--- src/rtl/uart_tx_if.sv ---
// Byte handshake into the UART transmitter: producer drives iValid/iData,
// transmitter answers with oReady (FIFO not full).
`timescale 1ns/1ps
interface uart_tx_if;
  logic       iValid;
  logic [7:0] iData;
  logic       oReady;

  modport master (output iValid, output iData, input oReady);
  modport slave  (input iValid, input iData, output oReady);
endinterface

--- src/rtl/uart_tx.sv ---
// UART transmitter: bytes queue in a small FIFO and leave as 8N1/8N2 frames,
// LSB first, with optional forced idle gap between frames.
`timescale 1ns/1ps
module uart_tx #(
  parameter int CLKS_PER_BIT = 17,
  parameter int STOP_BITS    = 1,
  parameter int FIFO_DEPTH   = 4,
  parameter int GAP_CLKS     = 0
) (
  input  logic                        clk,
  input  logic                        rst,
  uart_tx_if.slave                    in_if,
  output logic                        tx,
  output logic                        oBusy,
  output logic [$clog2(FIFO_DEPTH):0] oLevel
);

  localparam int AW = $clog2(FIFO_DEPTH);
  localparam int LW = AW + 1;
  localparam int CW = $clog2(CLKS_PER_BIT);
  localparam int GW = (GAP_CLKS > 1) ? $clog2(GAP_CLKS) : 1;

  localparam logic [CW-1:0] CNT_LAST   = CW'(CLKS_PER_BIT - 1);
  localparam logic [2:0]    STOP_LAST  = 3'(STOP_BITS - 1);
  localparam logic [GW-1:0] GAP_LAST   = GW'((GAP_CLKS > 0) ? GAP_CLKS - 1 : 0);
  localparam logic [LW-1:0] LEVEL_FULL = LW'(FIFO_DEPTH);

  typedef enum logic [2:0] {
    IDLE,
    START,
    DATA,
    STOP,
    GAP
  } state_e;

  // ---------------- FIFO ----------------
  logic [7:0]    fifo_mem_q [FIFO_DEPTH];
  logic [AW-1:0] wr_ptr_q, wr_ptr_d;
  logic [AW-1:0] rd_ptr_q, rd_ptr_d;
  logic [LW-1:0] count_q, count_d;
  logic          push;
  logic          pop;

  assign in_if.oReady = (count_q != LEVEL_FULL);
  assign push         = in_if.iValid && in_if.oReady;

  // NOTE: every always_comb output gets a default first, so no path leaves it unassigned and no latch is inferred.
  always_comb begin
    wr_ptr_d = wr_ptr_q;
    rd_ptr_d = rd_ptr_q;
    count_d  = count_q;
    if (push) wr_ptr_d = wr_ptr_q + AW'(1);
    if (pop)  rd_ptr_d = rd_ptr_q + AW'(1);
    case ({push, pop})
      2'b10:   count_d = count_q + LW'(1);
      2'b01:   count_d = count_q - LW'(1);
      default: count_d = count_q;
    endcase
  end

  // NOTE: the storage array has no reset; the pointers and count define which entries are valid.
  always_ff @(posedge clk) begin
    if (push) fifo_mem_q[wr_ptr_q] <= in_if.iData;
  end

  // ---------------- Frame FSM ----------------
  state_e        state_q, state_d;
  logic [CW-1:0] clk_cnt_q, clk_cnt_d;
  logic [2:0]    bit_cnt_q, bit_cnt_d;
  logic [GW-1:0] gap_cnt_q, gap_cnt_d;
  logic [7:0]    shift_q, shift_d;
  logic          tx_q, tx_d;
  logic          busy_q, busy_d;
  logic          period_end;

  assign period_end = (clk_cnt_q == CNT_LAST);

  always_comb begin
    state_d   = state_q;
    clk_cnt_d = clk_cnt_q;
    bit_cnt_d = bit_cnt_q;
    gap_cnt_d = gap_cnt_q;
    shift_d   = shift_q;
    pop       = 1'b0;

    unique case (state_q)
      IDLE: begin
        clk_cnt_d = '0;
        bit_cnt_d = '0;
        gap_cnt_d = '0;
        if (count_q != '0) begin
          pop     = 1'b1;
          shift_d = fifo_mem_q[rd_ptr_q];
          state_d = START;
        end
      end
      START: begin
        clk_cnt_d = period_end ? '0 : clk_cnt_q + CW'(1);
        if (period_end) state_d = DATA;
      end
      DATA: begin
        clk_cnt_d = period_end ? '0 : clk_cnt_q + CW'(1);
        if (period_end) begin
          shift_d = {1'b0, shift_q[7:1]};
          if (bit_cnt_q == 3'd7) begin
            bit_cnt_d = '0;
            state_d   = STOP;
          end else begin
            bit_cnt_d = bit_cnt_q + 3'd1;
          end
        end
      end
      STOP: begin
        clk_cnt_d = period_end ? '0 : clk_cnt_q + CW'(1);
        // bit_cnt is reused here to count stop bits
        if (period_end) begin
          if (bit_cnt_q == STOP_LAST) begin
            bit_cnt_d = '0;
            gap_cnt_d = '0;
            state_d   = (GAP_CLKS > 0) ? GAP : IDLE;
          end else begin
            bit_cnt_d = bit_cnt_q + 3'd1;
          end
        end
      end
      GAP: begin
        if (gap_cnt_q == GAP_LAST) begin
          gap_cnt_d = '0;
          state_d   = IDLE;
        end else begin
          gap_cnt_d = gap_cnt_q + GW'(1);
        end
      end
      default: state_d = IDLE;
    endcase
  end

  // Line level and busy are registered from the current state, so both lag it by one cycle.
  always_comb begin
    tx_d   = 1'b1;
    busy_d = 1'b0;
    case (state_q)
      START: begin
        tx_d   = 1'b0;
        busy_d = 1'b1;
      end
      DATA: begin
        tx_d   = shift_q[0];
        busy_d = 1'b1;
      end
      STOP:    busy_d = 1'b1;
      default: tx_d   = 1'b1;
    endcase
  end

  // NOTE: sequential state uses non-blocking assignments so every flop samples pre-edge values.
  always_ff @(posedge clk) begin
    if (!rst) begin
      state_q   <= IDLE;
      clk_cnt_q <= '0;
      bit_cnt_q <= '0;
      gap_cnt_q <= '0;
      shift_q   <= '0;
      tx_q      <= 1'b1;
      busy_q    <= 1'b0;
      wr_ptr_q  <= '0;
      rd_ptr_q  <= '0;
      count_q   <= '0;
    end else begin
      state_q   <= state_d;
      clk_cnt_q <= clk_cnt_d;
      bit_cnt_q <= bit_cnt_d;
      gap_cnt_q <= gap_cnt_d;
      shift_q   <= shift_d;
      tx_q      <= tx_d;
      busy_q    <= busy_d;
      wr_ptr_q  <= wr_ptr_d;
      rd_ptr_q  <= rd_ptr_d;
      count_q   <= count_d;
    end
  end

  assign tx     = tx_q;
  assign oBusy  = busy_q;
  assign oLevel = count_q;

endmodule
--- src/flat_wrapper.sv ---
// flat-port wrapper written by rule: the top's interface ports become plain ports
module uart_tx_flat 
#(
  parameter int CLKS_PER_BIT = 17,
  parameter int STOP_BITS    = 1,
  parameter int FIFO_DEPTH   = 4,
  parameter int GAP_CLKS     = 0
)
  (clk, rst, tx, oBusy, oLevel, in_if_iValid, in_if_iData, in_if_oReady);
  uart_tx_if in_if_i ();
  input  logic clk;
  input  logic rst;
  output logic tx;
  output logic oBusy;
  output logic [$clog2(FIFO_DEPTH):0] oLevel;
  input wire logic [$bits(in_if_i.iValid)-1:0] in_if_iValid;
  input wire logic [$bits(in_if_i.iData)-1:0] in_if_iData;
  output wire logic [$bits(in_if_i.oReady)-1:0] in_if_oReady;
  assign in_if_i.iValid = in_if_iValid;
  assign in_if_i.iData = in_if_iData;
  assign in_if_oReady = in_if_i.oReady;
  uart_tx #(.CLKS_PER_BIT(CLKS_PER_BIT), .STOP_BITS(STOP_BITS), .FIFO_DEPTH(FIFO_DEPTH), .GAP_CLKS(GAP_CLKS)) u_core (.clk(clk), .rst(rst), .in_if(in_if_i), .tx(tx), .oBusy(oBusy), .oLevel(oLevel));
endmodule
--- config.mk ---
export PLATFORM = sky130hd
export DESIGN_NAME = uart_tx_flat
export DESIGN_NICKNAME = d
export VERILOG_FILES = /design/src/rtl/uart_tx_if.sv /design/src/rtl/uart_tx.sv /design/src/flat_wrapper.sv
export SDC_FILE = /design/constraint.sdc
export NUM_CORES = 1
export LEC_CHECK = 0
export CAP_MARGIN = 20
export CORE_MARGIN = 2
export CORE_UTILIZATION = 45
export CTS_CLUSTER_SIZE = 12
export DETAILED_ROUTE_END_ITERATION = 8
export GPL_ROUTABILITY_DRIVEN = 0
export MAX_ROUTING_LAYER = met4
export PLACE_DENSITY = 0.76
export SYNTH_ARGS = -nofsm -noshare
export SYNTH_HDL_FRONTEND = slang
export SYNTH_SLANG_ARGS = --single-unit
--- constraint.sdc ---
create_clock -name clk -period 2.2 [get_ports clk]
set_input_delay 0.44 -clock clk [delete_from_list [all_inputs] [get_ports clk]]
set_output_delay 0.44 -clock clk [all_outputs]
set_load 0.01 [all_outputs]
### Word level (Yosys, flattened, before mapping)

Memories as Yosys holds them, arrays and structs flattened. A register that Yosys moved wholly into a read port is not among the register bits.
Index checks and enable logic that the tools add are counted.

| word-level totals | value |
|---|---|
| input bits | 11 |
| memories | 1 |
| bits in registers | 29 |
| word-level logic and storage cells | 79 |
| output and inout bits | 6 |
| bits in writable memories | 32 |

| cells by class | value |
|---|---|
| multiplexer cells | 31 |
| equality and inequality tests | 16 |
| reductions and logical operators | 14 |
| add/sub/neg operators | 7 |

Memories:

| memory | words | width | rd ports | clocked after Yosys merged registers in | wr ports | RTL line | text |
|---|---|---|---|---|---|---|---|
| u_core.fifo_mem_q | 4 | 8 | 1 | 1 | 1 | uart_tx.sv:37 | `logic [7:0] fifo_mem_q [FIFO_DEPTH];` |

Operators with widths:

| cell | count |
|---|---|
| $mux 3 | 11 |
| $mux 8 | 2 |
| $pmux 8 s2 | 1 |
| $pmux 3 s5 | 1 |
| $ne 2x1->1 const B | 6 |
| $pmux 5 s2 | 1 |
| $pmux 3 s3 | 1 |
| $reduce_and 3->1 | 3 |
| $reduce_bool 3->1 | 3 |
| $mux 1 | 8 |
| $reduce_and 7->1 | 1 |
| $add 3x1->3 const B | 2 |
| $eq 3x2->1 const B | 2 |
| $eq 3x3->1 const B | 2 |
| $logic_not 3->1 | 2 |
| $pmux 3 s2 | 1 |
| $reduce_bool 2->1 | 3 |
| $add 5x1->5 const B | 1 |
| $eq 5x5->1 const B | 1 |
| $mux 5 | 1 |
| $add 2x1->2 const B | 2 |
| $mux 2 | 2 |
| $eq 3x1->1 const B | 1 |
| $ne 3x3->1 const B | 1 |
| 9 further kinds | 9 |

### Depth between registers and ports, before layout

| logic depth | value |
|---|---|
| depth after elaboration | 5 |
| depth in mapped cells | 9 |
| gate-level depth less buffers | 9 |

### Least setup slack after synthesis

OpenSTA, ideal clock, no wires.

| timing | value |
|---|---|
| kind | reg2reg |
| start | register u_core.count_q[2] (netlist: u_core.oLevel[2]) |
| end | register u_core.count_q[2] (netlist: u_core.oLevel[2]) |
| period minus slack after synthesis | 2.382 ns |
| arrival time | 2.309 ns |
| setup time | 0.073 ns |
| path slack | -0.182 ns |
| cell stages (with the launch flop) | 10 |
| path buffers | 0 |
| data required time | 2.127 ns |
| path through | dfxtp_1 or3b_1 and2_1 inv_1 ha_1 inv_1 fa_1 xor2_1 or3_1 a21oi_1 |

| between the ends | value |
|---|---|
| elaborated cells on any way between the ends | 11 |
| classes of those cells | add/sub: 2; eq/ne: 3; mux: 3; reduce/logical: 3 |

RTL lines:

| what | RTL line | text |
|---|---|---|
| start, declared | uart_tx.sv:40 | `logic [LW-1:0] count_q, count_d;` |
| start signal, assigned | uart_tx.sv:179 | `count_q <= count_d;` |
| $ne 3x3->1 (*) | uart_tx.sv:44 | `assign in_if.oReady = (count_q != LEVEL_FULL);` |
| via in_if_oReady | flat_wrapper.sv:18 | `output wire logic [$bits(in_if_i.oReady)-1:0] in_if_oReady;` |
| $logic_and 1x1->1 (*) | uart_tx.sv:45 | `assign push = in_if.iValid && in_if.oReady;` |
| $eq 2x1->1 or $eq 2x2->1 (tied branches) | uart_tx.sv:54 | `case ({push, pop})` |
| $pmux 3 s2 or $reduce_bool 2->1 (tied branches) | n/a |  |

Mark *: on every way through the listed nets, which the timed path passes. The rest lies on a longest branch.
A chain may end at the register's enable or synchronous reset.

### Final worst setup path

| timing | value |
|---|---|
| start | register u_core.count_q[2] (netlist: u_core.oLevel[2]) |
| end | register u_core.count_q[2] (netlist: u_core.oLevel[2]) |

| between the ends | value |
|---|---|
| cells in the longest elaborated chain, start to end | 5 |
| elaborated cells on any way between the ends | 11 |
| classes of those cells | add/sub: 2; eq/ne: 3; mux: 3; reduce/logical: 3 |

Ends and longest elaborated chain:

| what | RTL line | text |
|---|---|---|
| $reduce_bool 3->1 | uart_tx.sv:91 | `if (count_q != '0) begin` |
| $mux 1 | uart_tx.sv:91 |  |
| $mux 1 | uart_tx.sv:86 | `unique case (state_q)` |
| $eq 2x1->1 or $eq 2x2->1 (tied branches) | uart_tx.sv:54 |  |
| $pmux 3 s2 or $reduce_bool 2->1 (tied branches) | n/a |  |

Several ways; a longest one is shown, not always the timed one.

==> impl_metrics.toml <==
[global_route]
grt_first_pass_wirelength_um = 8720
grt_max_degree = 17
grt_pass1_vias = 1896
overflow = 0
grtUsageTotal_pct = 18.2
antenna_found_initial = 0

[synth]
synth_area_leader_cell = "edfxtp_1"
synth_top_area_share_pct = 35.1
ys_warn_count = 0
synthCells = 234
syn_area_per_cell_um2 = 11.7
yosysUniqueCellTypes = 43
seq_area_frac_synth_pct = 56.4
synth_enable_flop_cells = 32
ys_seq_elements = 61
synthTopCellsByArea = "edfxtp_1 (35%), dfxtp_1 (21%), ha_1 (6.9%), mux2i_1 (5.1%), a21oi_1 (3.5%)"
syn_area_um2 = 2730
synth_ff_type = "edfxtp_1"
synth_nets = 261
synthArstFlopShare_pct = 0

[route]
routed-via-count = 1815
drc = 0
ant_nets = 0
routedWlPerCell_um = 14.5
dr.pass1.iters = 5
wl_um = 5050
via_per_inst = 5.20
drtIter0Drc = 150

[sta]
min_period_ns = 2.19
timing.final.crit_share_pct = 99.4
fin_skew_ns = 0.00696
fmax_mhz = 457
slew_violations = 0
layout_setup_ws_ns = 0.0138
rsz0062_at_grt = "yes"
relSlewSlack_pct = 63.9
setup_viol = 0
tightest_slew_ns = 0.534
hold_violations = 0

[pwr]
p_leak_nw = 1.20
vdd_drop_max_v = 0.000642
total_power_mw = 4.26
p_per_area_nw_per_um2 = 1290

[final_layout]
area_growth_pct = 21.1
layout.nets = 296
final_cell_area_um2 = 3310
n_antenna_cell = 0
multi_input_area_um2 = 1130
final_common_cell = "edfxtp_1"
final_cell_mix = "edfxtp_1 (32), dfxtp_1 (26), nor2_1 (24)"
fillers = 512
drive_gt1_share_pct = 18.2
stdcell_count = 349
seq_area_um2 = 1550
final_core_util_pct = 56.3

[critical_path]
critPathLaunchType = "flop"
cp_data_arrival_time_ns = 2.45
worst_setup_path_end_kind = "flop"
critPathMaxFanout = 2
cp.required_ns = 2.46
path_class = "reg -> reg"

[die]
boundaryPins = 17
rows = 28
die-area_um2 = 6710
die_h_um = 81.9
die_w_um = 81.9
start_util_pct = 46.4
core_area_um2 = 5890

[clock_network]
clk_latency_ns = 0.33
cts_buffer_depth = 2
root_buffer = "clkbuf_8"
ctsHtreeMaxLevel = 3
cts_tree = "yes"
cts_sinks = 61
numCtsBuffers = 9
clk_pin_slew_ns = 0.07
cts-hold-fix-buffers = 0

[placed_design]
place_inst = 331
port_buffers = 16
place_ws_ns = -0.155
post_dp_cell_area_um2 = 3070
dp_hpwl_um = 3450

[worst_hold_path]
hold_class = "reg -> reg"

[status]
status = "finished clean"

[flow_run]
cap_violations = 0
## what timing repair did
action / CTS / global route
setup buffers: 1 / 1
hold endpoints to repair: 0 / 0
gates resized for setup: 1 / 6
gates cloned: 0 / 0
setup endpoints to repair: 1 / 1
pin swaps: 0 / 1
## layer usage
metal  GRT usage [%]  vias to the layer above  part of all wire, %
met5               -                        -                    0
met4            8.67                        0                  1.4
met3            5.27                        7                  3.8
met2            28.2                       34                   50
met1            21.9                      863                   45
li1                -                      911                    -
## worst paths after layout
path	slack, ns	cells past startpoint	endpoint	start
min	0.47	2	u_core.bit_cnt_q[1]	u_core.bit_cnt_q[1]
max	0.01	9	u_core.oLevel[2]	u_core.oLevel[2]
max reg2reg	0.01	9	u_core.oLevel[2]	u_core.oLevel[2]
min reg2reg	0.47	2	u_core.bit_cnt_q[1]	u_core.bit_cnt_q[1]
## logic make-up after synthesis
| family | after synthesis | synth area share (%) |
|---|---|---|
| muxes | 16 | 6.77 |
| and+or+nand+nor | 68 | 13.6 |
| xor gates and xnor gates | 5 | 1.60 |
| AOI/OAI and AO/OA | 46 | 10.8 |
| adders and majority gates | 16 | 7.60 |
| DFF | 61 | 56.4 |
| buffers and inverters | 22 | 3.29 |
## state kept, by name, indices dropped and copies added, names as in the netlist, 2 cells and up, named ones only
| name | flops |
|---|---|
| u_core.fifo_mem_q | 32 |
| u_core.shift_q | 8 |
| u_core.clk_cnt_q | 5 |
| u_core.bit_cnt_q | 3 |
| u_core.oLevel | 3 |
| u_core.rd_ptr_q | 2 |
| u_core.state_q | 2 |
| u_core.wr_ptr_q | 2 |
## critical path, cell delays in order, from the launching register on
cell	delay (ns)
dfxtp_4	0.34
or3b_4	0.38
and2_4	0.16
inv_4	0.06
ha_4	0.12
inv_1	0.05
fa_2	0.33
xor2_1	0.16
or3_4	0.37
a21oi_2	0.14
## synth_stat cells (2+ instances only)
master / instances
nor4b_1: 2
nand2b_1: 4
edfxtp_1: 32
nand3b_1: 8
buf_2: 3
o21ai_0: 11
inv_1: 13
clkbuf_1: 4
xnor2_1: 2
or3b_1: 2
a22oi_1: 6
mux2i_1: 14
xor2_1: 3
mux4_2: 2
nor2b_1: 2
and3_1: 4
or3_1: 2
nand3_1: 2
nand2_1: 11
a21oi_1: 19
nor2_1: 24
ha_1: 15
dfxtp_1: 29
## power by group
group	internal [mW]	total [mW]	switching [mW]	leakage, nW
sequential	1.43	1.53	0.101	0.533
clock	0.533	0.985	0.452	0.0971
combinational	0.785	1.74	0.960	0.573
## cell type report
class                           instances  share of cell area [%]
Multi-Input combinational cell        151                    34.2
Timing Repair Buffer                   32                    8.47
Sequential cell                        61                    46.7
Tap cell                               75                    2.83
Inverter                               14                    1.66
Clock inverter                          6                    2.19
Clock buffer                           10                    3.85
## metrics by stage
stage	setup TNS (ns)	hold WS (ns)
after floorplan	0	0.439
after global placement	-0.0780	0.455
after detailed placement	-0.155	0.460
after CTS	0	0.471
after global routing	-0.0668	0.495
final	0	0.470
No activity file was read; power rests on OpenSTA's default activity.
